### src/rtl/round_sequencer_if.sv
// Purpose: bundles the game-control signals between round_sequencer and its
// surroundings (go button, input listeners, lives/score counters, prompt outputs).
// master: drives start/input_event/input_code/lives_zero and observes the game outputs.
// slave : the sequencer itself.
interface round_sequencer_if;
  logic       start;
  logic       input_event;
  logic [1:0] input_code;
  logic       lives_zero;
  logic [2:0] prompt;
  logic       awaiting_input;
  logic [4:0] level;
  logic [3:0] step_idx;
  logic       new_game;
  logic       score_up;
  logic       life_down;
  logic       game_over;
  logic       game_won;

  modport master (
    output start, input_event, input_code, lives_zero,
    input  prompt, awaiting_input, level, step_idx,
           new_game, score_up, life_down, game_over, game_won
  );

  modport slave (
    input  start, input_event, input_code, lives_zero,
    output prompt, awaiting_input, level, step_idx,
           new_game, score_up, life_down, game_over, game_won
  );
endinterface

### src/rtl/round_sequencer.sv
// Purpose: runs one prompt-memory game. Each level appends a random 2-bit step,
// plays the whole sequence out as timed prompt codes, then checks the player's
// input events against it with a per-step timeout.
// Ports:
//   clock, reset     - system clock, synchronous active-low reset
//   sif (slave)      - start, input_event, input_code, lives_zero in;
//                      prompt, awaiting_input, level, step_idx, new_game,
//                      score_up, life_down, game_over, game_won out (all registered)
module round_sequencer #(
  parameter int unsigned MAX_LEN       = 16,
  parameter int unsigned SHOW_TICKS    = 25000000,
  parameter int unsigned GAP_TICKS     = 12500000,
  parameter int unsigned TIMEOUT_TICKS = 150000000,
  parameter logic [15:0] LFSR_SEED     = 16'hACE1
) (
  input logic              clock,
  input logic              reset,
  round_sequencer_if.slave sif
);

  localparam int unsigned TIMER_W = 28;
  localparam int unsigned LEN_W   = 5;
  localparam int unsigned IDX_W   = 4;
  localparam int unsigned DEPTH   = 16;

  typedef enum logic [3:0] {
    S_IDLE, S_APPEND, S_SHOW_ON, S_SHOW_OFF, S_INPUT,
    S_PASS, S_FAIL, S_FAIL_WAIT, S_OVER
  } state_t;

  state_t               state_q, state_d;
  logic [LEN_W-1:0]     len_q, len_d;
  logic [IDX_W-1:0]     idx_q, idx_d;
  logic [TIMER_W-1:0]   timer_q, timer_d;
  logic [15:0]          lfsr_q, lfsr_d;
  logic                 start_q;
  logic                 game_won_q, game_won_d;
  logic                 new_game_q, new_game_d;
  logic                 score_up_q, score_up_d;
  logic                 life_down_q, life_down_d;
  logic                 game_over_q, game_over_d;
  logic                 awaiting_q, awaiting_d;
  logic [2:0]           prompt_q, prompt_d;
  logic [1:0]           mem_q [DEPTH];

  logic                 start_rise;
  logic                 last_step;
  logic                 mem_we;
  logic [1:0]           show_code;

  assign start_rise = sif.start & ~start_q;
  assign last_step  = ({1'b0, idx_q} == (len_q - LEN_W'(1)));

  // Next-state, datapath and registered-output computation
  always_comb begin
    state_d    = state_q;
    len_d      = len_q;
    idx_d      = idx_q;
    timer_d    = timer_q;
    game_won_d = game_won_q;
    new_game_d = 1'b0;
    mem_we     = 1'b0;
    lfsr_d     = {lfsr_q[14:0], lfsr_q[15] ^ lfsr_q[13] ^ lfsr_q[12] ^ lfsr_q[10]};

    case (state_q)
      S_IDLE: begin
        if (start_rise) begin
          new_game_d = 1'b1;
          len_d      = '0;
          state_d    = S_APPEND;
        end
      end
      S_APPEND: begin
        mem_we  = 1'b1;
        len_d   = len_q + LEN_W'(1);
        idx_d   = '0;
        timer_d = '0;
        state_d = S_SHOW_ON;
      end
      S_SHOW_ON: begin
        if (timer_q == TIMER_W'(SHOW_TICKS - 1)) begin
          timer_d = '0;
          state_d = S_SHOW_OFF;
        end else begin
          timer_d = timer_q + TIMER_W'(1);
        end
      end
      S_SHOW_OFF: begin
        if (timer_q == TIMER_W'(GAP_TICKS - 1)) begin
          timer_d = '0;
          if (last_step) begin
            idx_d   = '0;
            state_d = S_INPUT;
          end else begin
            idx_d   = idx_q + IDX_W'(1);
            state_d = S_SHOW_ON;
          end
        end else begin
          timer_d = timer_q + TIMER_W'(1);
        end
      end
      S_INPUT: begin
        timer_d = timer_q + TIMER_W'(1);
        // An event wins over a timeout expiring in the same cycle
        if (sif.input_event) begin
          if (sif.input_code == mem_q[idx_q]) begin
            if (last_step) begin
              state_d = S_PASS;
            end else begin
              idx_d   = idx_q + IDX_W'(1);
              timer_d = '0;
            end
          end else begin
            state_d = S_FAIL;
          end
        end else if (timer_q == TIMER_W'(TIMEOUT_TICKS - 1)) begin
          state_d = S_FAIL;
        end
      end
      S_PASS: begin
        if (len_q == LEN_W'(MAX_LEN)) begin
          game_won_d = 1'b1;
          state_d    = S_OVER;
        end else begin
          state_d = S_APPEND;
        end
      end
      S_FAIL: begin
        state_d = S_FAIL_WAIT;
      end
      S_FAIL_WAIT: begin
        // Lives counter has had one edge to absorb life_down
        if (sif.lives_zero) begin
          game_won_d = 1'b0;
          state_d    = S_OVER;
        end else begin
          idx_d   = '0;
          timer_d = '0;
          state_d = S_SHOW_ON;
        end
      end
      S_OVER: begin
        if (start_rise) begin
          game_won_d = 1'b0;
          new_game_d = 1'b1;
          len_d      = '0;
          state_d    = S_APPEND;
        end
      end
      default: begin
        state_d = S_IDLE;
      end
    endcase

    // The step being appended is not in memory yet when SHOW_ON is entered
    if ((state_q == S_APPEND) && (idx_d == len_q[IDX_W-1:0])) begin
      show_code = lfsr_q[1:0];
    end else begin
      show_code = mem_q[idx_d];
    end

    prompt_d    = (state_d == S_SHOW_ON) ? ({1'b0, show_code} + 3'd1) : 3'd0;
    awaiting_d  = (state_d == S_INPUT);
    score_up_d  = (state_d == S_PASS);
    life_down_d = (state_d == S_FAIL);
    game_over_d = (state_d == S_OVER);
  end

  // State and output registers
  always_ff @(posedge clock) begin
    if (!reset) begin
      state_q     <= S_IDLE;
      len_q       <= '0;
      idx_q       <= '0;
      timer_q     <= '0;
      lfsr_q      <= LFSR_SEED;
      start_q     <= 1'b0;
      game_won_q  <= 1'b0;
      new_game_q  <= 1'b0;
      score_up_q  <= 1'b0;
      life_down_q <= 1'b0;
      game_over_q <= 1'b0;
      awaiting_q  <= 1'b0;
      prompt_q    <= '0;
    end else begin
      state_q     <= state_d;
      len_q       <= len_d;
      idx_q       <= idx_d;
      timer_q     <= timer_d;
      lfsr_q      <= lfsr_d;
      start_q     <= sif.start;
      game_won_q  <= game_won_d;
      new_game_q  <= new_game_d;
      score_up_q  <= score_up_d;
      life_down_q <= life_down_d;
      game_over_q <= game_over_d;
      awaiting_q  <= awaiting_d;
      prompt_q    <= prompt_d;
    end
  end

  // Sequence memory; contents need no reset
  always_ff @(posedge clock) begin
    if (reset && mem_we) begin
      mem_q[len_q[IDX_W-1:0]] <= lfsr_q[1:0];
    end
  end

  assign sif.prompt         = prompt_q;
  assign sif.awaiting_input = awaiting_q;
  assign sif.level          = len_q;
  assign sif.step_idx       = idx_q;
  assign sif.new_game       = new_game_q;
  assign sif.score_up       = score_up_q;
  assign sif.life_down      = life_down_q;
  assign sif.game_over      = game_over_q;
  assign sif.game_won       = game_won_q;

endmodule

### src/flat_wrapper.sv
// flat-port wrapper written by rule: the top's interface ports become plain ports
module round_sequencer_flat 
#(
  parameter int unsigned MAX_LEN       = 16,
  parameter int unsigned SHOW_TICKS    = 25000000,
  parameter int unsigned GAP_TICKS     = 12500000,
  parameter int unsigned TIMEOUT_TICKS = 150000000,
  parameter logic [15:0] LFSR_SEED     = 16'hACE1
)
  (clock, reset, sif_start, sif_input_event, sif_input_code, sif_lives_zero, sif_prompt, sif_awaiting_input, sif_level, sif_step_idx, sif_new_game, sif_score_up, sif_life_down, sif_game_over, sif_game_won);
  round_sequencer_if sif_i ();
  input logic clock;
  input logic reset;
  input wire logic [$bits(sif_i.start)-1:0] sif_start;
  input wire logic [$bits(sif_i.input_event)-1:0] sif_input_event;
  input wire logic [$bits(sif_i.input_code)-1:0] sif_input_code;
  input wire logic [$bits(sif_i.lives_zero)-1:0] sif_lives_zero;
  output wire logic [$bits(sif_i.prompt)-1:0] sif_prompt;
  output wire logic [$bits(sif_i.awaiting_input)-1:0] sif_awaiting_input;
  output wire logic [$bits(sif_i.level)-1:0] sif_level;
  output wire logic [$bits(sif_i.step_idx)-1:0] sif_step_idx;
  output wire logic [$bits(sif_i.new_game)-1:0] sif_new_game;
  output wire logic [$bits(sif_i.score_up)-1:0] sif_score_up;
  output wire logic [$bits(sif_i.life_down)-1:0] sif_life_down;
  output wire logic [$bits(sif_i.game_over)-1:0] sif_game_over;
  output wire logic [$bits(sif_i.game_won)-1:0] sif_game_won;
  assign sif_i.start = sif_start;
  assign sif_i.input_event = sif_input_event;
  assign sif_i.input_code = sif_input_code;
  assign sif_i.lives_zero = sif_lives_zero;
  assign sif_prompt = sif_i.prompt;
  assign sif_awaiting_input = sif_i.awaiting_input;
  assign sif_level = sif_i.level;
  assign sif_step_idx = sif_i.step_idx;
  assign sif_new_game = sif_i.new_game;
  assign sif_score_up = sif_i.score_up;
  assign sif_life_down = sif_i.life_down;
  assign sif_game_over = sif_i.game_over;
  assign sif_game_won = sif_i.game_won;
  round_sequencer #(.MAX_LEN(MAX_LEN), .SHOW_TICKS(SHOW_TICKS), .GAP_TICKS(GAP_TICKS), .TIMEOUT_TICKS(TIMEOUT_TICKS), .LFSR_SEED(LFSR_SEED)) u_core (.clock(clock), .reset(reset), .sif(sif_i));
endmodule
### config.mk
export PLATFORM = sky130hd
export DESIGN_NAME = round_sequencer_flat
export DESIGN_NICKNAME = d
export VERILOG_FILES = /design/src/rtl/round_sequencer_if.sv /design/src/rtl/round_sequencer.sv /design/src/flat_wrapper.sv
export SDC_FILE = /design/constraint.sdc
export NUM_CORES = 1
export LEC_CHECK = 0
export CAP_MARGIN = 25
export CORE_MARGIN = 1
export CORE_UTILIZATION = 60
export DETAILED_ROUTE_END_ITERATION = 7
export PLACE_DENSITY = 0.87
export RECOVER_POWER = 25
export SLEW_MARGIN = 40
export SYNTH_ARGS = -nofsm -noshare
export SYNTH_HDL_FRONTEND = slang
export SYNTH_SLANG_ARGS = --single-unit
### constraint.sdc
create_clock -name clock -period 6.7 [get_ports clock]
set_input_delay 1.675 -clock clock [delete_from_list [all_inputs] [get_ports clock]]
set_output_delay 1.675 -clock clock [all_outputs]
set_load 0.02 [all_outputs]
==> impl_metrics.xml <==
<?xml version="1.0" encoding="UTF-8"?>
<metrics>
  <group name="place">
    <metric name="place_congestion" unit="">0.9974</metric>
    <metric name="dp_hpwl" unit="um">9127</metric>
    <metric name="numPlacedInstances" unit="">702</metric>
    <metric name="placedInstanceArea" unit="um^2">5590</metric>
    <metric name="post_place_setup_slack" unit="ps">1512</metric>
    <metric name="placement.io_buffers" unit="">24</metric>
  </group>
  <group name="synth">
    <metric name="syn_area" unit="um^2">5294</metric>
    <metric name="syn_area_per_cell" unit="um^2">8.942</metric>
    <metric name="synth_sequential_area_ratio" unit="%">43.49</metric>
    <metric name="synth_most_common_cell" unit="">dfxtp_1</metric>
    <metric name="synthFlopType" unit="">dfxtp_1</metric>
    <metric name="synth_nets" unit="">608</metric>
    <metric name="ys_ff_latch" unit="">99</metric>
    <metric name="synth.distinct_cells" unit="">69</metric>
    <metric name="post-synth-top-area-fraction" unit="%">25.34</metric>
    <metric name="syn-instance-count" unit="">592</metric>
    <metric name="ys_top_cells_by_count" unit="">dfxtp_1 (67), nand2_1 (66), nor2_1 (65)</metric>
    <metric name="synth_top_cell_by_area" unit="">dfxtp_1</metric>
    <metric name="synth_enable_flop_cells" unit="">32</metric>
    <metric name="synth_area_leaders" unit="">dfxtp_1 (25%), edfxtp_1 (18%), mux2i_1 (4.7%), nand2_1 (4.7%), nor2_1 (4.6%)</metric>
    <metric name="synthesis_warning_total" unit="">0</metric>
    <metric name="postSynth.asyncResetShare" unit="%">0</metric>
  </group>
  <group name="clocking">
    <metric name="cts_tree" unit="">done</metric>
    <metric name="cts-hold-fix-buffers" unit="">0</metric>
    <metric name="clock-root-buffer" unit="">clkbuf_8</metric>
    <metric name="cts-buffers-inserted" unit="">9</metric>
    <metric name="cts.sinks" unit="">99</metric>
    <metric name="postCtsResizedCells" unit="">0</metric>
    <metric name="clkLatencyLatePin" unit="ps">370</metric>
    <metric name="path_clk_slew" unit="ps">100</metric>
    <metric name="post_cts_buffers" unit="">0</metric>
    <metric name="clk_buf_depth" unit="">2</metric>
    <metric name="cts_max_level" unit="">3</metric>
  </group>
  <group name="grt">
    <metric name="gr-total-overflow" unit="">0</metric>
    <metric name="grtUsageTotal" unit="%">30.45</metric>
    <metric name="vias_in_the_first_global_route" unit="">4412</metric>
    <metric name="grt.met3_usage" unit="%">8.057</metric>
    <metric name="largest_net_degree_at_the_start_of_global_routing" unit="">35</metric>
    <metric name="met1_usage" unit="%">39.49</metric>
    <metric name="grt_antenna_before_repair" unit="">0</metric>
    <metric name="grt_first_pass_wirelength" unit="um">21440</metric>
    <metric name="grtUsageMet2" unit="%">49.52</metric>
    <metric name="globalRoute.busiestLayer" unit="">met2</metric>
  </group>
  <group name="pwr">
    <metric name="vdd.ir_drop.worst" unit="uV">117.4</metric>
    <metric name="p_total" unit="mW">1.128</metric>
    <metric name="cell_area_power_density" unit="nW/um^2">195.6</metric>
    <metric name="power.static_leakage" unit="nW">1.973</metric>
  </group>
  <group name="finish">
    <metric name="num_antenna_cells" unit="">0</metric>
    <metric name="post_route_cells_drive_above_1_share" unit="%">7.341</metric>
    <metric name="multi_input_area" unit="um^2">2811</metric>
    <metric name="areaGrowthSynthToFinish" unit="%">8.958</metric>
    <metric name="postLayoutCellArea" unit="um^2">5768</metric>
    <metric name="layout_filler_cell_count" unit="">637</metric>
    <metric name="layout.nets" unit="">624</metric>
    <metric name="register_area" unit="um^2">2302</metric>
    <metric name="final-instance-count-excl-fill" unit="">718</metric>
  </group>
  <group name="routing">
    <metric name="ant_nets" unit="">0</metric>
    <metric name="route.detailed.drc" unit="">0</metric>
    <metric name="per_cell_via_count_in_the_routed_design" unit="">6.616</metric>
    <metric name="wl" unit="um">13150</metric>
    <metric name="post_drt_wl_per_cell" unit="um">18.32</metric>
    <metric name="num_vias" unit="">4750</metric>
    <metric name="violation_count_after_the_first_detailed_route_iteration" unit="">459</metric>
    <metric name="drt-pass1-iter-count" unit="">5</metric>
  </group>
  <group name="sta">
    <metric name="timing_worst_slew_pin_value" unit="ps">1054</metric>
    <metric name="finalHoldViolations" unit="">0</metric>
    <metric name="fmaxAchievable" unit="GHz">0.2044</metric>
    <metric name="final-max-slew-violation-count" unit="">0</metric>
    <metric name="rsz0062_at_grt" unit="">no</metric>
    <metric name="timing.slew.headroom" unit="%">29.72</metric>
    <metric name="final.setup.worst_slack" unit="ps">1809</metric>
    <metric name="setup_tns" unit="ps">0</metric>
    <metric name="timing.final.crit_share" unit="%">73.01</metric>
    <metric name="clock_skew" unit="ps">10.20</metric>
    <metric name="setup_viol_count_final" unit="">0</metric>
    <metric name="period_needed" unit="ps">4891</metric>
  </group>
  <group name="critical_path">
    <metric name="critical_path_class" unit="">in2reg</metric>
    <metric name="worst-path-max-fanout" unit="">10</metric>
    <metric name="worst_setup_path_start_kind" unit="">input pin</metric>
    <metric name="worstPathRequired" unit="ps">6970</metric>
    <metric name="setup.worst_path.end_class" unit="">flip-flop</metric>
    <metric name="crit_arrival" unit="ps">5160</metric>
  </group>
  <group name="die">
    <metric name="die_h" unit="um">95.93</metric>
    <metric name="placementRows" unit="">33</metric>
    <metric name="pin_count" unit="">25</metric>
    <metric name="die_w" unit="um">95.93</metric>
    <metric name="die_area" unit="um^2">9203</metric>
    <metric name="core-area" unit="um^2">8382</metric>
    <metric name="start_util" unit="%">63.16</metric>
  </group>
  <group name="worst_hold_path">
    <metric name="timing.hold.worst.class" unit="">reg2reg</metric>
  </group>
  <group name="run">
    <metric name="drv_cap" unit="">0</metric>
  </group>
  <group name="status">
    <metric name="outcome" unit="">completed</metric>
  </group>
</metrics>
[path summary, 6_finish.rpt]
kind                                           from                               to  slack, ps  cells after the start
hold / removal          u_core.lfsr_q[6]$_SDFF_PN1_      u_core.lfsr_q[7]$_SDFF_PN1_        410                      1
hold reg to reg         u_core.lfsr_q[6]$_SDFF_PN1_      u_core.lfsr_q[7]$_SDFF_PN1_        410                      1
setup reg to reg  u_core.sif.step_idx[0]$_SDFF_PN0_  u_core.sif.prompt[1]$_SDFF_PN0_       2040                     14
setup / recovery                  sif_input_code[0]  u_core.sif.prompt[1]$_SDFF_PN0_       1810                     12
[cell families (layout without fill, tap and decap cells)]
family                     after synthesis  after routing  share of synthesized area, %
AOI/OAI and AO/OA                      135            135                         17.21
xor gates and xnor gates                14             14                         2.316
adders and majority gates                9              9                         2.127
buffers and inverters                   42             63                         3.616
DFF                                     99             99                         43.49
muxes                                   34             34                         6.642
and+or+nand+nor                        259            259                         24.60
[cell usage in the layout, fill, tap and decap left out, types with 4 or more instances in the layout]
cell type        instances
a211oi_1                 4
a21oi_1                 39
a22oi_1                  7
and2_1                  16
and3_1                   7
buf_4                    5
clkbuf_8                 9
clkdlybuf4s50_1         23
dfxtp_1                 67
edfxtp_1                32
ha_1                     9
inv_1                   17
mux2_2                   9
mux2i_1                 25
nand2_1                 66
nand2b_1                11
nand3_1                 24
nand4_1                  6
nor2_1                  65
nor2b_1                  6
nor3_1                  20
nor4_1                  13
o211a_1                  8
o211ai_1                 8
o21ai_0                 27
o21ai_1                  7
xnor2_1                 10
xor2_1                   4
[sequential cells by signal, summed over array words and instances, names as in the netlist]
name	count
u_core.sif.prompt	3
u_core.state_q	4
u_core.start_q	1
u_core.mem_q	32
u_core.sif.life_down	1
u_core.timer_q	28
u_core.sif.awaiting_input	1
u_core.sif.step_idx	4
u_core.sif.game_won	1
u_core.sif.level	5
u_core.sif.game_over	1
u_core.sif.score_up	1
u_core.lfsr_q	16
u_core.sif.new_game	1
[per-stage QoR]
| step | hold slack, ps | util (%) |
|---|---|---|
| global route | 436.6 | 68.82 |
| detailed placement | 396.9 | 66.70 |
| global placement | 389.3 | 66.61 |
| finish | 414.8 | 68.82 |
| CTS | 413.6 | 68.89 |
| floorplan | 386.3 | - |
[cell type report]
type	count	area share, %
tap	105	2.278
inverter	18	1.171
multi-input combinational	451	48.74
sequential	99	39.91
timing repair buffer	29	4.707
clock buffer	9	2.148
clock inverter	7	1.041
[metal layers]
layer  vias up  share of wire (%)
met5         -                  0
met4         0                2.2
met3        34                9.9
met2       299                 46
met1      2225                 41
li1       2192                  -
[worst max-delay path, cell delays in order]
cell             delay [ps]
clkdlybuf4s50_1         560
and3_1                  180
o211ai_1                170
a2111oi_1               610
o21ai_0                 200
a21oi_2                 440
xnor2_1                 130
nor4_2                  480
nand2_1                 170
o31ai_1                 120
ha_1                    260
and2_1                  130
[where the power goes]
part	total, mW	switching [mW]	internal, mW
registers	0.654	0.0195	0.635
clock network	0.362	0.220	0.142
logic	0.112	0.0684	0.0440
total	1.13	0.308	0.821
Power figures use the tool's default switching activity.
